**src/rtl/wt_cache_pkg.sv**
```systemverilog
// Shared write-through dcache definitions: geometry config, flush FSM states and helpers.
package wt_cache_pkg;

  typedef struct packed {
    int unsigned DcacheByteSize;
    int unsigned DcacheSetAssoc;
    int unsigned DcacheLineWidth;
  } dcache_cfg_t;

  // 32 KiB, 8-way, 128-bit lines -> 256 sets
  localparam dcache_cfg_t DcacheDefaultCfg = '{
    DcacheByteSize:  32'd32768,
    DcacheSetAssoc:  32'd8,
    DcacheLineWidth: 32'd128
  };

  typedef enum logic [1:0] {
    FLUSH_IDLE  = 2'd0,
    FLUSH_DRAIN = 2'd1,
    FLUSH_INVAL = 2'd2,
    FLUSH_DONE  = 2'd3
  } flush_state_e;

  function automatic int unsigned num_sets(input dcache_cfg_t cfg);
    return cfg.DcacheByteSize / (cfg.DcacheSetAssoc * (cfg.DcacheLineWidth / 32'd8));
  endfunction

  function automatic int unsigned idx_w(input dcache_cfg_t cfg);
    return $clog2(num_sets(cfg));
  endfunction

  function automatic logic [31:0] sat_inc32(input logic [31:0] v);
    return (v == 32'hFFFF_FFFF) ? v : v + 32'd1;
  endfunction

endpackage

```
**src/rtl/wt_dcache_flush_ctrl.sv**
```systemverilog
// Full write-through dcache invalidation sequencer: drain, walk all sets, ack.
// Optional flush-duration statistics are enabled with DCACHE_FLUSH_STATS_EN.
module wt_dcache_flush_ctrl
  import wt_cache_pkg::*;
#(
  parameter dcache_cfg_t CVA6Cfg = DcacheDefaultCfg,
  parameter int unsigned NumWays = CVA6Cfg.DcacheSetAssoc,
  parameter int unsigned NumSets = num_sets(CVA6Cfg),
  parameter int unsigned IdxW    = idx_w(CVA6Cfg)
) (
  input  logic               clk_i,
  input  logic               rst_ni,
  input  logic               flush_i,
  output logic               busy_o,
  output logic               flush_ack_o,
  input  logic               wbuf_empty_i,
  input  logic               miss_busy_i,
  output logic               tag_req_o,
  input  logic               tag_gnt_i,
  output logic [IdxW-1:0]    tag_idx_o,
  output logic [NumWays-1:0] tag_way_o,
  output logic               tag_valid_o,
  output logic [31:0]        flush_cycles_o
);

  localparam logic [IdxW-1:0] LastIdx = IdxW'(NumSets - 1);

  flush_state_e    state_q, state_d;
  logic [IdxW-1:0] idx_q, idx_d;
  logic            drain_ok_q;

  // Drain condition is registered so the decision uses a clean sampled value.
  always_ff @(posedge clk_i or negedge rst_ni) begin
    if (!rst_ni) begin
      state_q    <= FLUSH_IDLE;
      idx_q      <= '0;
      drain_ok_q <= 1'b0;
    end else begin
      state_q    <= state_d;
      idx_q      <= idx_d;
      drain_ok_q <= wbuf_empty_i & ~miss_busy_i;
    end
  end

  always_comb begin
    state_d     = state_q;
    idx_d       = idx_q;
    busy_o      = (state_q != FLUSH_IDLE);
    flush_ack_o = 1'b0;
    tag_req_o   = 1'b0;
    tag_idx_o   = '0;
    tag_way_o   = '0;
    tag_valid_o = 1'b0;
    case (state_q)
      FLUSH_IDLE: begin
        if (flush_i) begin
          state_d = FLUSH_DRAIN;
        end else begin
          state_d = FLUSH_IDLE;
        end
      end
      FLUSH_DRAIN: begin
        if (drain_ok_q) begin
          state_d = FLUSH_INVAL;
          idx_d   = '0;
        end else begin
          state_d = FLUSH_DRAIN;
        end
      end
      FLUSH_INVAL: begin
        tag_req_o = 1'b1;
        tag_idx_o = idx_q;
        tag_way_o = '1;
        // Request and index hold until the arbiter grants.
        if (tag_gnt_i) begin
          if (idx_q == LastIdx) begin
            state_d = FLUSH_DONE;
            idx_d   = '0;
          end else begin
            idx_d = idx_q + IdxW'(1);
          end
        end else begin
          idx_d = idx_q;
        end
      end
      FLUSH_DONE: begin
        flush_ack_o = 1'b1;
        state_d     = FLUSH_IDLE;
      end
      default: begin
        state_d = FLUSH_IDLE;
        idx_d   = '0;
      end
    endcase
  end

`ifdef DCACHE_FLUSH_STATS_EN
  logic [31:0] cnt_q, cnt_d;
  logic [31:0] stat_q, stat_d;

  // The captured value includes the DONE cycle itself.
  always_comb begin
    cnt_d  = cnt_q;
    stat_d = stat_q;
    if ((state_q == FLUSH_IDLE) && (state_d == FLUSH_DRAIN)) begin
      cnt_d = '0;
    end else if (busy_o) begin
      cnt_d = sat_inc32(cnt_q);
    end else begin
      cnt_d = cnt_q;
    end
    if (state_q == FLUSH_DONE) begin
      stat_d = sat_inc32(cnt_q);
    end else begin
      stat_d = stat_q;
    end
  end

  always_ff @(posedge clk_i or negedge rst_ni) begin
    if (!rst_ni) begin
      cnt_q  <= '0;
      stat_q <= '0;
    end else begin
      cnt_q  <= cnt_d;
      stat_q <= stat_d;
    end
  end

  assign flush_cycles_o = stat_q;
`else
  assign flush_cycles_o = 32'd0;
`endif

endmodule

```
**config.mk**
```make
export PLATFORM = sky130hd
export DESIGN_NAME = wt_dcache_flush_ctrl
export DESIGN_NICKNAME = d
export VERILOG_FILES = /design/src/rtl/wt_cache_pkg.sv /design/src/rtl/wt_dcache_flush_ctrl.sv
export SDC_FILE = /design/constraint.sdc
export NUM_CORES = 1
export LEC_CHECK = 0
export CORE_ASPECT_RATIO = 1.75
export CORE_MARGIN = 10
export CORE_UTILIZATION = 40
export CTS_CLUSTER_DIAMETER = 40
export DETAILED_ROUTE_END_ITERATION = 10
export GPL_ROUTABILITY_DRIVEN = 0
export PLACE_DENSITY = 0.86
export SYNTH_ARGS = -nofsm -noshare
export SYNTH_HDL_FRONTEND = slang
export SYNTH_SLANG_ARGS = --single-unit
```
**constraint.sdc**
```tcl
create_clock -name clk_i -period 3.56 [get_ports clk_i]
set_input_delay 0.712 -clock clk_i [delete_from_list [all_inputs] [get_ports clk_i]]
set_output_delay 0.712 -clock clk_i [all_outputs]
set_load 0.03 [all_outputs]
```
; Word level (Yosys, flattened, before mapping)
; Cells that the tools add are included.
[word_totals]
input_bits = 6
regBits = 11
word_cells = 31
output_inout_bits = 52
[op_classes]
n_reduce_logical = 5
n_eq_ne = 7
n_bitwise = 2
mux = 13
addsub = 1
[op_table]
columns = op, n
row1 = $mux W8, 5
row2 = $pmux W8 S2, 1
row3 = $add A8 B1 Y8 const B, 1
row4 = $eq A8 B8 Y1 const B, 1
row5 = $pmux W2 S4, 1
row6 = $mux W2, 3
row7 = $ne A2 B2 Y1 const B, 3
row8 = $eq A2 B2 Y1 const B, 2
row9 = $reduce_bool A2 Y1, 2
row10 = $mux W1, 3
row11 = $reduce_and A3 Y1, 1
row12 = $eq A2 B1 Y1 const B, 1
row13 = $logic_not A2 Y1, 1
row14 = $reduce_and A2 Y1, 1
row15 = $and A1 B1 Y1, 1
row16 = $not A1 Y1, 1

; Longest topological paths before layout
[logic_depth]
word_depth = 4
ltp_mapped = 6
mapped_depth_nobuf = 5

; Worst setup path before layout
; OpenSTA, ideal clock, no wires.
[synth_path]
path_type = flip-flop to output port
from = register state_q[0]
to = output tag_idx_o[0]
slack_ns = 1.148
n_path_buf = 1
stages_incl_launch_ff = 5
required_time_ns = 2.848
arrival_ns = 1.700
path_cell_list = dfrtp_1 nand2b_2 inv_2 clkbuf_1 and2_1
[synth_via]
elab_chain_cells = 2
[synth_rtl]
columns = item, line_no
row1 = start: declaration, wt_dcache_flush_ctrl.sv:28  ; flush_state_e state_q, state_d;
row2 = start signal: assignment, wt_dcache_flush_ctrl.sv:39  ; state_q <= state_d;
row3 = $eq A2 B2 Y1, wt_dcache_flush_ctrl.sv:54  ; case (state_q)
row4 = $mux W8, wt_dcache_flush_ctrl.sv:54
row5 = end: declaration, wt_dcache_flush_ctrl.sv:20  ; output logic [IdxW-1:0] tag_idx_o,
; Every way passes these cells.

; Worst setup path in the final report
[layout_path]
from = register state_q[0]
to = output tag_idx_o[6]
; The elaborated chain is that of the path after synthesis.

==> reports/qor.yml <==
sta:
  setup_viol: 0
  hold_viol_final: 0
  fmax_ghz: 0.360
  min_period_ns: 2.78
  slew_headroom_pct: 66.4
  worstMarginPinSlew_ns: 0.503
  grt_setup_unrepaired: "no"
  maxSlewViolCount: 0
  period_share_pct: 78.1
  fin_skew_ns: 0.00880
  setup_tns_ns: 0
run_status:
  status: "complete, no violations"
clock_network:
  clock_sinks: 11
  cts_made_buffers: 3
  cts_tree: "built"
  cts_resized: 0
  h-tree-depth: 1
  clock_latency_ns: 0.24
  ctsLongestPathBuffers: 2
  cts_hold_buf: 0
  path_clk_slew_ns: 0.05
  cts_root_buf: "clkbuf_8"
  cts_setup_buffers: 0
synth:
  postSynthRegisterBits: 11
  yosysUniqueCellTypes: 33
  yosysSeqAreaShare_pct: 28.6
  netlist.area_leader.share_pct: 32.8
  synthTopCellsByArea: "buf_4, dfrtp_1, and2_1"
  synth_top_cell_by_area: "buf_4"
  synth.cell_area_sq_um: 961
  ys_warn_count: 0
  avgSynthCellArea_sq_um: 8.36
  synthCells: 115
worst_setup_path:
  start_kind: "flop"
  worstSetupPathType: "flop to output pin"
  cp.required_ns: 2.85
  worstPathArrival_ns: 2.07
  critPathMaxFanout: 21
  crit_start: "state_q[0]"
  regToRegStartpoint: "state_q[0]"
  endpoint_kind: "output pin"
floorplan:
  ioPinCount: 58
  dieHeight_um: 84.8
  fp.dieW_um: 57.1
  num_rows: 23
  initial_utilization_pct: 41.7
  die_area_sq_um: 4840
  core-area_sq_um: 2300
global_route:
  grt_pass1_vias: 814
  antenna_found_initial: 0
  grtUsageTotal_pct: 9.23
  grt_pass1_wl_um: 3620
  grt_max_degree: 22
  grt_overflow: 0
worst_hold_path:
  min_from: "idx_q[7]"
  min_path_type: "flop to flop"
finish:
  finalNetCount: 140
  instances_no_fill: 157
  fin_util_pct: 46.8
  syn_to_final_growth_pct: 12.2
  drive_gt1_share_pct: 6.82
  n_antenna_cell: 0
placement:
  hpwl_um: 1890
  portBuffers: 24
  place_inst: 153
detailed_routing:
  vias: 733
  ant_nets: 0
  wl_per_cell_um: 14.8
  wirelength_um: 2320
  drc: 0
  dr.pass1.iters: 4
  routed_via_density: 4.67
  first_iter_violations: 18
pwr:
  peakVddDrop_mv: 0.274
  p_per_area_nw_per_um2: 609
  leakage_nw: 0.493
run:
  cap_violations: 0
## per-stage QoR
stage | power, mW | instance area [sq um] | worst slack [ns] | hold WS [ns]
after CTS | 0.659 | 1080 | 0.777 | 0.554
after detailed placement | 0.531 | 1030 | 1.04 | 0.550
final | 0.657 | 1080 | 0.779 | 0.551
after global placement | 0.521 | 1030 | 1.10 | 0.535
after floorplan | 0.474 | 1080 | 1.15 | 0.416
after global routing | 0.689 | 1080 | 0.692 | 0.576
## cells in the mapped netlist
library cell  instances
dfrtp_1              11
a21oi_1               2
nand4_1               1
and2_1                8
o21ai_1               3
a41oi_2               1
o41ai_1               1
inv_1                 2
ha_1                  1
clkbuf_1              1
nor2_1                4
nor2b_1               1
buf_4                42
and4_4                1
conb_1                1
or4b_1                1
o31ai_1               1
mux2i_1               1
a31oi_1               1
inv_2                 1
and3_1                1
nand2b_2              1
a211oi_1              1
nand3_1               7
o21ai_0               4
nand2b_1              1
o22ai_1               2
and2_0                1
or2_2                 1
nor3_1                1
a21o_1                1
a2bb2oi_2             1
nand2_1               8
## cells in the final DEF, fill, tap and decap left out, types with 2 or more instances in the layout
master | netlist | routed
inv_1 | 2 | 2
a21oi_1 | 2 | 2
nand3_1 | 7 | 7
dfrtp_1 | 11 | 11
nand2_1 | 8 | 8
and2_1 | 8 | 8
o21ai_0 | 4 | 4
conb_1 | 1 | 33
nor2_1 | 4 | 4
o21ai_1 | 3 | 3
o22ai_1 | 2 | 2
clkdlybuf4s50_1 | 0 | 24
clkbuf_8 | 0 | 3
## layer usage
metal | share of wire (%) | wire length (um) | vias up | track usage (%)
li1 | - | - | 348 | -
met1 | 37 | 849 | 341 | 7.90
met2 | 53 | 1220 | 37 | 16.8
met3 | 7.9 | 182 | 7 | 3.58
met4 | 2.8 | 66 | 0 | 6.01
met5 | 0 | 0 | - | 0
## cells by family (layout without fill, tap and decap cells)
logic type / Yosys count / after routing / share of synthesized area [%]
AOI/OAI and AO/OA: 18 / 18 / 13.2
adders and majority gates: 1 / 1 / 1.30
buffers and inverters: 46 / 31 / 34.4
DFF: 11 / 11 / 28.6
muxes: 1 / 1 / 1.04
other: 1 / 33 / 0.390
and+or+nand+nor: 37 / 37 / 21.1
## sequential cells by signal (all words and copies together), names as in the netlist, named ones only
signal and count:
drain_ok_q 1, idx_q 8, state_q 1
## final timing paths
kind | end | slack (ns) | depth (start not counted)
min reg2reg | idx_q[7] | 0.55 | 1
min in group asynchronous | idx_q[6] | 0.80 | 1
max in group asynchronous | state_q[0] | 2.41 | 1
max | tag_idx_o[6] | 0.78 | 4
max reg2reg | idx_q[5] | 1.76 | 5
min | idx_q[7] | 0.55 | 1
## report_power, final
group          total [mW]  internal [mW]  switching [mW]
Clock               0.128         0.0788          0.0491
Sequential          0.190          0.149          0.0409
Combinational       0.339          0.119           0.221
Total               0.657          0.346           0.311
## critical path, cell delays in order (launching register included)
cell	delay (ns)
dfrtp_1	0.43
nand2b_2	0.26
inv_2	0.26
and2_1	0.20
clkdlybuf4s50_1	0.67
## cell type report
cell class                 count  area (sq um)
fill                         254          1220
timing repair buffer          24           240
tap                           25          31.3
clock buffer                   4          45.0
multi-input combinational     90           475
inverter                       3          11.3
sequential                    11           275
Power figures use the tool's default switching activity.
